<file path="config.mk">
export PLATFORM = sky130hd
export DESIGN_NAME = adder_arbiter
export DESIGN_NICKNAME = d
export VERILOG_FILES = /design/src/rtl/adder_arbiter.sv
export SDC_FILE = /design/constraint.sdc
export NUM_CORES = 1
export LEC_CHECK = 0
export ABC_AREA = 1
export BUFFER_PORTS_ARGS = -buffer_cell sky130_fd_sc_hd__buf_2
export CAP_MARGIN = 20
export CORE_UTILIZATION = 30
export CTS_BUF_LIST = sky130_fd_sc_hd__clkbuf_16
export DETAILED_ROUTE_END_ITERATION = 10
export GPL_ROUTABILITY_DRIVEN = 0
export SKIP_CTS_REPAIR_TIMING = 1
export SLEW_MARGIN = 20
export SYNTH_ARGS = -nofsm -noshare
export SYNTH_HDL_FRONTEND = slang
export SYNTH_SLANG_ARGS = --single-unit
export TNS_END_PERCENT = 10
</file>
<file path="constraint.sdc">
create_clock -name clk -period 8.3 [get_ports clk]
set_input_delay 0 -clock clk [delete_from_list [all_inputs] [get_ports clk]]
set_output_delay 0 -clock clk [all_outputs]
set_load 0.02 [all_outputs]
</file>
<file path="src/rtl/adder_arbiter.sv">
// adder_arbiter: round-robin shared adder with one registered result slot.
// Ports: clk, rst (sync, active-high); req_valid/req_sel/req_in1/req_in2
// per-requester inputs (operands packed, requester i at [i*WIDTH +: WIDTH]);
// req_ready one-hot grant; rsp_valid/rsp_ready/rsp_out/rsp_id result slot
// with backpressure; busy mirrors rsp_valid.
module adder_arbiter #(
    parameter int N_REQ = 3,
    parameter int WIDTH = 32,
    parameter int INC   = 4,
    parameter int IDW   = 2
) (
    input  logic                   clk,
    input  logic                   rst,
    input  logic [N_REQ-1:0]       req_valid,
    input  logic [N_REQ-1:0]       req_sel,
    input  logic [N_REQ*WIDTH-1:0] req_in1,
    input  logic [N_REQ*WIDTH-1:0] req_in2,
    output logic [N_REQ-1:0]       req_ready,
    output logic                   rsp_valid,
    input  logic                   rsp_ready,
    output logic [WIDTH-1:0]       rsp_out,
    output logic [IDW-1:0]         rsp_id,
    output logic                   busy
);

    localparam logic [0:0] EMPTY = 1'b0;
    localparam logic [0:0] FULL  = 1'b1;

    localparam logic [IDW:0]   NR   = (IDW+1)'(N_REQ);
    localparam logic [IDW-1:0] LAST = IDW'(N_REQ - 1);

    logic [0:0]       state_q, state_d;
    logic [WIDTH-1:0] out_q, out_d;
    logic [IDW-1:0]   id_q, id_d;
    logic [IDW-1:0]   ptr_q, ptr_d;

    logic             free;
    logic             accept;
    logic [N_REQ-1:0] grant;
    logic [IDW-1:0]   gidx;
    logic [IDW:0]     scan;
    logic [WIDTH-1:0] op1, op2;

    // A draining consumer frees the slot in the same cycle,
    // which is what allows back-to-back results.
    assign free = (state_q == EMPTY) | rsp_ready;

    // Rotating priority search starting at ptr_q.
    always_comb begin
        grant = '0;
        gidx  = '0;
        scan  = '0;
        if (free && !rst) begin
            for (int k = 0; k < N_REQ; k++) begin
                scan = {1'b0, ptr_q} + (IDW+1)'(k);
                if (scan >= NR) begin
                    scan = scan - NR;
                end
                if (grant == '0 && req_valid[scan[IDW-1:0]]) begin
                    grant[scan[IDW-1:0]] = 1'b1;
                    gidx = scan[IDW-1:0];
                end
            end
        end
    end

    assign accept    = |grant;
    assign req_ready = grant;

    assign op1 = req_in1[int'(gidx)*WIDTH +: WIDTH];
    assign op2 = req_sel[gidx] ? WIDTH'(INC)
                               : req_in2[int'(gidx)*WIDTH +: WIDTH];

    always_comb begin
        state_d = state_q;
        out_d   = out_q;
        id_d    = id_q;
        ptr_d   = ptr_q;
        if (accept) begin
            state_d = FULL;
            out_d   = op1 + op2;
            id_d    = gidx;
            ptr_d   = (gidx == LAST) ? '0 : gidx + 1'b1;
        end else if (rsp_ready) begin
            state_d = EMPTY;
        end
    end

    always_ff @(posedge clk) begin
        if (rst) begin
            state_q <= EMPTY;
            out_q   <= '0;
            id_q    <= '0;
            ptr_q   <= '0;
        end else begin
            state_q <= state_d;
            out_q   <= out_d;
            id_q    <= id_d;
            ptr_q   <= ptr_d;
        end
    end

    assign rsp_valid = (state_q == FULL);
    assign busy      = rsp_valid;
    assign rsp_out   = out_q;
    assign rsp_id    = id_q;

endmodule

</file>
# Yosys cells after proc, flatten, opt, wreduce, memory -nomap -nowiden
# Index checks and enable logic that the tools add are counted.
[word_totals] regBits=37 inputBits=201 out_inout_bits=39 elab_cells=73
[classes] add_sub_neg=7 n_lt_le_gt_ge=10 n_eq_ne=1 n_shift=2 muxes=34 n_bitwise=4 reduce_logical=11
[ops] operator="$shiftx A96 B8 Y32" n=2
[ops] operator="$add A32 B32 Y32" n=1
[ops] operator="$mux W32" n=1
[ops] operator="$mux W2" n=11
[ops] operator="$mux W3" n=6
[ops] operator="$lt A2 B3 Y1 const B" n=4
[ops] operator="$mux W1" n=9
[ops] operator="$bmux W1 S2" n=4
[ops] operator="$demux W1 S2" n=3
[ops] operator="$ge A2 B1 Y1 const B" n=3
[ops] operator="$ge A3 B2 Y1 const B" n=2
[ops] operator="$logic_and A1 B1 Y1" n=6
[ops] operator="$logic_not A3 Y1" n=2
[ops] operator="$or A3 B3 Y3" n=2
[ops] operator="$sub A2 B2 Y2 const B" n=3
[ops] operator="$add A2 B1 Y3 const B" n=1
[ops] operator="$add A2 B2 Y3 const B" n=1
[ops] operator="$reduce_or A3 Y1" n=1
[ops] operator="$add A2 B1 Y2 const B" n=1
[ops] operator="$eq A2 B2 Y1 const B" n=1
[ops] operator="$ge A2 B2 Y1 const B" n=1
[ops] operator="$reduce_bool A2 Y1" n=1
[ops] operator="$logic_not A1 Y1" n=1
[ops] operator="$not A1 Y1" n=1
[ops] operator="$or A1 B1 Y1" n=1

# Depth between registers and ports, before layout
[depth] word_depth=22 ltp_mapped=37 depth_no_buf=36

# Worst setup path before layout
# OpenSTA, ideal clock, no wires.
[synth_path] path_type="reg2reg" start="register ptr_q[0]" end="register out_q[24], in the netlist rsp_out[24]" setup_ns=0.120 arrival_time_ns=4.092 required_ns=8.180 slack_ns=4.088 stages_incl_launch_ff=36 n_path_buf=2 synth_period_minus_slack_ns=4.212 path_cell_list="dfxtp_1 -> inv_1 -> ha_1 -> inv_2 -> nand2_1 -> nor2_1 -> nand2_1 -> nand2_1 -> nand3_1 -> nand2_1 -> nand2_1 -> nand2_2 -> nand2_1 -> nand3_2 -> buf_6 -> buf_2 -> nand2_1 -> o211ai_1 -> nand2_1 -> ha_1 -> fa_1 -> a21oi_1 -> o21ai_0 -> nand2_1 -> nand2_1 -> a21o_2 -> nand2_1 -> nand2_1 -> nand2_1 -> nand2_1 -> nand2_1 -> nand2_1 -> nand2_1 -> o21ai_0 -> xnor2_1 -> a21oi_1"
[synth_via] elab_chain_cells=21 elab_cells_between_ends=58 classes_between="add/sub (6); order compare (9); shift (2); mux (31); bitwise (2); reduce/logical (8)"
[synth_lines] element="from (decl)" line="35" rtl="logic [IDW-1:0] ptr_q, ptr_d;"
[synth_lines] element="from (signal assigned)" line="99" rtl="ptr_q <= ptr_d;"
[synth_lines] element="parallel branches: the longest is 21 deep, another holds $add A2 B1 Y3"
[synth_lines] element="to (signal assigned)" line="97" rtl="out_q <= out_d;"
[synth_lines] element="to (decl)" line="33" rtl="logic [WIDTH-1:0] out_q, out_d;"
# Several ways; the timed one is not identified. The select of a mux whose other input is x is not followed.
# A chain may end at the register's enable or synchronous reset.

# Worst setup path in the final report
# Same ends and word-level chain as after synthesis.

==> impl_metrics.env <==
export IMPL_hpwl_um=13800
export IMPL_syn_num_nets=1052
export IMPL_synth_main_ff_cell="dfxtp_1"
export IMPL_die_y_um=128
export IMPL_fmax_mhz=170
export IMPL_synth_top_cell_area_share=0.160
export IMPL_setup_viol=0
export IMPL_ant_nets=0
export IMPL_worst_ep_arrival_time_ps=6040
export IMPL_finClkSkew_ps=6.61
export IMPL_tritoncts="done"
export IMPL_timing_critical_path_fanout_max=70
export IMPL_cts_buffers=5
export IMPL_syn2layout_area_growth_pct=30.4
export IMPL_synthDominantAreaCellType="nand2_1"
export IMPL_num_vias=5855
export IMPL_netlist_area_um2=4730
export IMPL_htree_num_levels=2
export IMPL_cts_root_to_sink_buffers=2
export IMPL_boundaryPins=240
export IMPL_count_of_buffers_from_port_buffering=239
export IMPL_worst_slew_pin_slew_ps=967
export IMPL_ys_async_sr_fraction=0
export IMPL_timing_critical_path_slowest_stage_cell="clkinv_2"
export IMPL_final_period_demand_of_the_worst_path_ps=5880
export IMPL_finish_net_count=1260
export IMPL_die_area_um2=16300
export IMPL_dpl_cell_count=1227
export IMPL_timing_max_transition_violations_final=0
export IMPL_drt_pass1_iterations=5
export IMPL_post_synth_edffs=0
export IMPL_cts_sinks=37
export IMPL_global_route_total_overflow=0
export IMPL_grt_pass1_wl_um=26300
export IMPL_path_common_cell="nand2_1"
export IMPL_category_of_the_critical_setup_timing_path="reg2reg"
export IMPL_floorplan_rows=45
export IMPL_synth_yosys_seq_area_share=0.157
export IMPL_postRouteWirelength_um=16500
export IMPL_antenna_found_initial=0
export IMPL_status="finished with violations"
export IMPL_synth_top_cells_by_area="nand2_1 16%, dfxtp_1 16%, a21oi_1 13%, ha_1 9.3%, inv_1 8.7%"
export IMPL_drc_errors=0
export IMPL_clkSlewWorstSetupHoldPaths_ps=60
export IMPL_setup_tns_ps=0
export IMPL_wl_per_cell_um=13.4
export IMPL_postSynthCellCount=815
export IMPL_worst_slew_margin_relative_to_its_limit=0.354
export IMPL_vias_per_cell=4.74
export IMPL_die_w_um=128
export IMPL_layout_drive_gt1_share=0.258
export IMPL_endpoint_kind="flop"
export IMPL_holdCritPathClass="in2reg"
export IMPL_stdcell_count=1235
export IMPL_rsz0062_at_grt="no"
export IMPL_fin_crit_sh=0.709
export IMPL_drv_cap=0
export IMPL_synth_lib_cells_used_distinct=38
export IMPL_ys_ff_latch=37
export IMPL_detailedRoute_firstIterationViolations=273
export IMPL_slowest_delay_ps=890
export IMPL_grt_util_all_layers=0.204
export IMPL_worst_skew_pair_late_latency_ps=280
export IMPL_cts_root_buf="clkbuf_16"
export IMPL_grt_start_max_net_pins=85
export IMPL_worstPathRequired_ps=8450
export IMPL_initial_util=0.309
export IMPL_core_region_area_um2=15300
export IMPL_first_global_vias=5584
export IMPL_finalHoldWorstSlack_ps=-6.15
export IMPL_timing_critical_path_from_type="flop"
export IMPL_failed_checks="hold timing"
export IMPL_diodes=0
export IMPL_synth_avg_cell_area_um2=5.80
export IMPL_hold_viol=4
export IMPL_yosysWarningCount=0
-- area by class of cell --
type                       count  area (µm²)
fill                        1774        9150
multi-input combinational    624        3330
timing repair buffer         241        1210
sequential                    37         741
inverter                     114         429
tap                          211         264
clock buffer                   5         125
clock inverter                 3        65.1
-- per-layer routing --
layer	wire length (µm)	track usage	share of wire	up-vias
met2	8630	0.410	0.52	212
met4	199	0.0378	0.012	0
met3	969	0.0314	0.059	15
li1	-	-	-	3104
met1	6730	0.223	0.41	2524
met5	0	0	0	-
-- logic make-up (layout without fill, tap and decap cells) --
family	after synthesis	after routing	share of synthesized area
buf+inv	154	363	0.140
mux	1	1	0.00238
simple gates	310	310	0.268
flops	37	37	0.157
compound gates	249	249	0.284
xor+xnor	28	28	0.0519
fa+ha+maj	36	36	0.0969
-- final timing paths --
check / slack [ps] / cells past startpoint / to / start
setup / recovery: 2420 / 32 / rsp_out[24] / ptr_q[0]
hold / removal: -6 / 2 / rsp_out[3] / rst
setup reg to reg: 2420 / 32 / rsp_out[24] / ptr_q[0]
hold reg to reg: 470 / 2 / rsp_out[3] / rsp_out[3]
-- through the flow --
step | setup slack, ps | utilization | area [µm²] | hold slack, ps
after floorplan | 4090 | - | 4730 | 185
after global placement | 2480 | 0.390 | 5970 | 282
after detailed placement | 2400 | 0.390 | 5970 | 284
after CTS | 2390 | 0.403 | 6160 | -10.9
after global routing | 1450 | 0.403 | 6170 | 3.45
final | 2420 | 0.403 | 6170 | -6.15
-- layout by cell type, fill, tap and decap left out, types with 2 or more instances in the layout --
master / count
bufinv_16: 2
nand3_4: 2
nand3_1: 28
nor4_1: 2
a211oi_1: 2
a21o_1: 2
clkinv_2: 2
xor2_1: 8
o211ai_1: 10
o22ai_1: 26
o21ai_0: 65
xnor2_1: 20
nand3_2: 2
clkbuf_16: 5
a31oi_1: 2
ha_1: 35
nand2_2: 3
o21ai_1: 12
buf_4: 2
nand4_1: 5
o21a_1: 4
a21oi_1: 122
nor2_1: 59
nor3_1: 7
dfxtp_1: 37
inv_1: 109
nand2_1: 201
buf_2: 239
inv_2: 3
-- flip-flops by register name, indices dropped and copies added, names as in the netlist --
name and cells:
ptr_q 2, rsp_out 32, busy 1, rsp_id 2
-- worst max-delay path: cells and delay by family (launching register included) --
family	cells	cell delay [ps]
XOR/XNOR	1	150
AND/OR/NAND/NOR	15	1830
flip-flops	1	350
adder cells (fa/ha/maj)	3	770
buffers and inverters	4	1170
AO/OA/AOI/OAI	9	1460
-- cells in the mapped netlist (all sizes together), types with 2 or more instances --
cell type	number
a31oi	2
a21o	3
a211oi	2
nand3	32
o211ai	10
o21ai	77
xnor2	20
ha	35
o21a	4
nor4	2
buf	29
nand2	204
o22ai	26
dfxtp	37
xor2	8
nor2	60
inv	113
nor3	7
nand4	5
a21oi	122
clkbuf	11
Power is not shown: default switching activity piles up to over one toggle a cycle in this logic, so the estimate is an artifact.
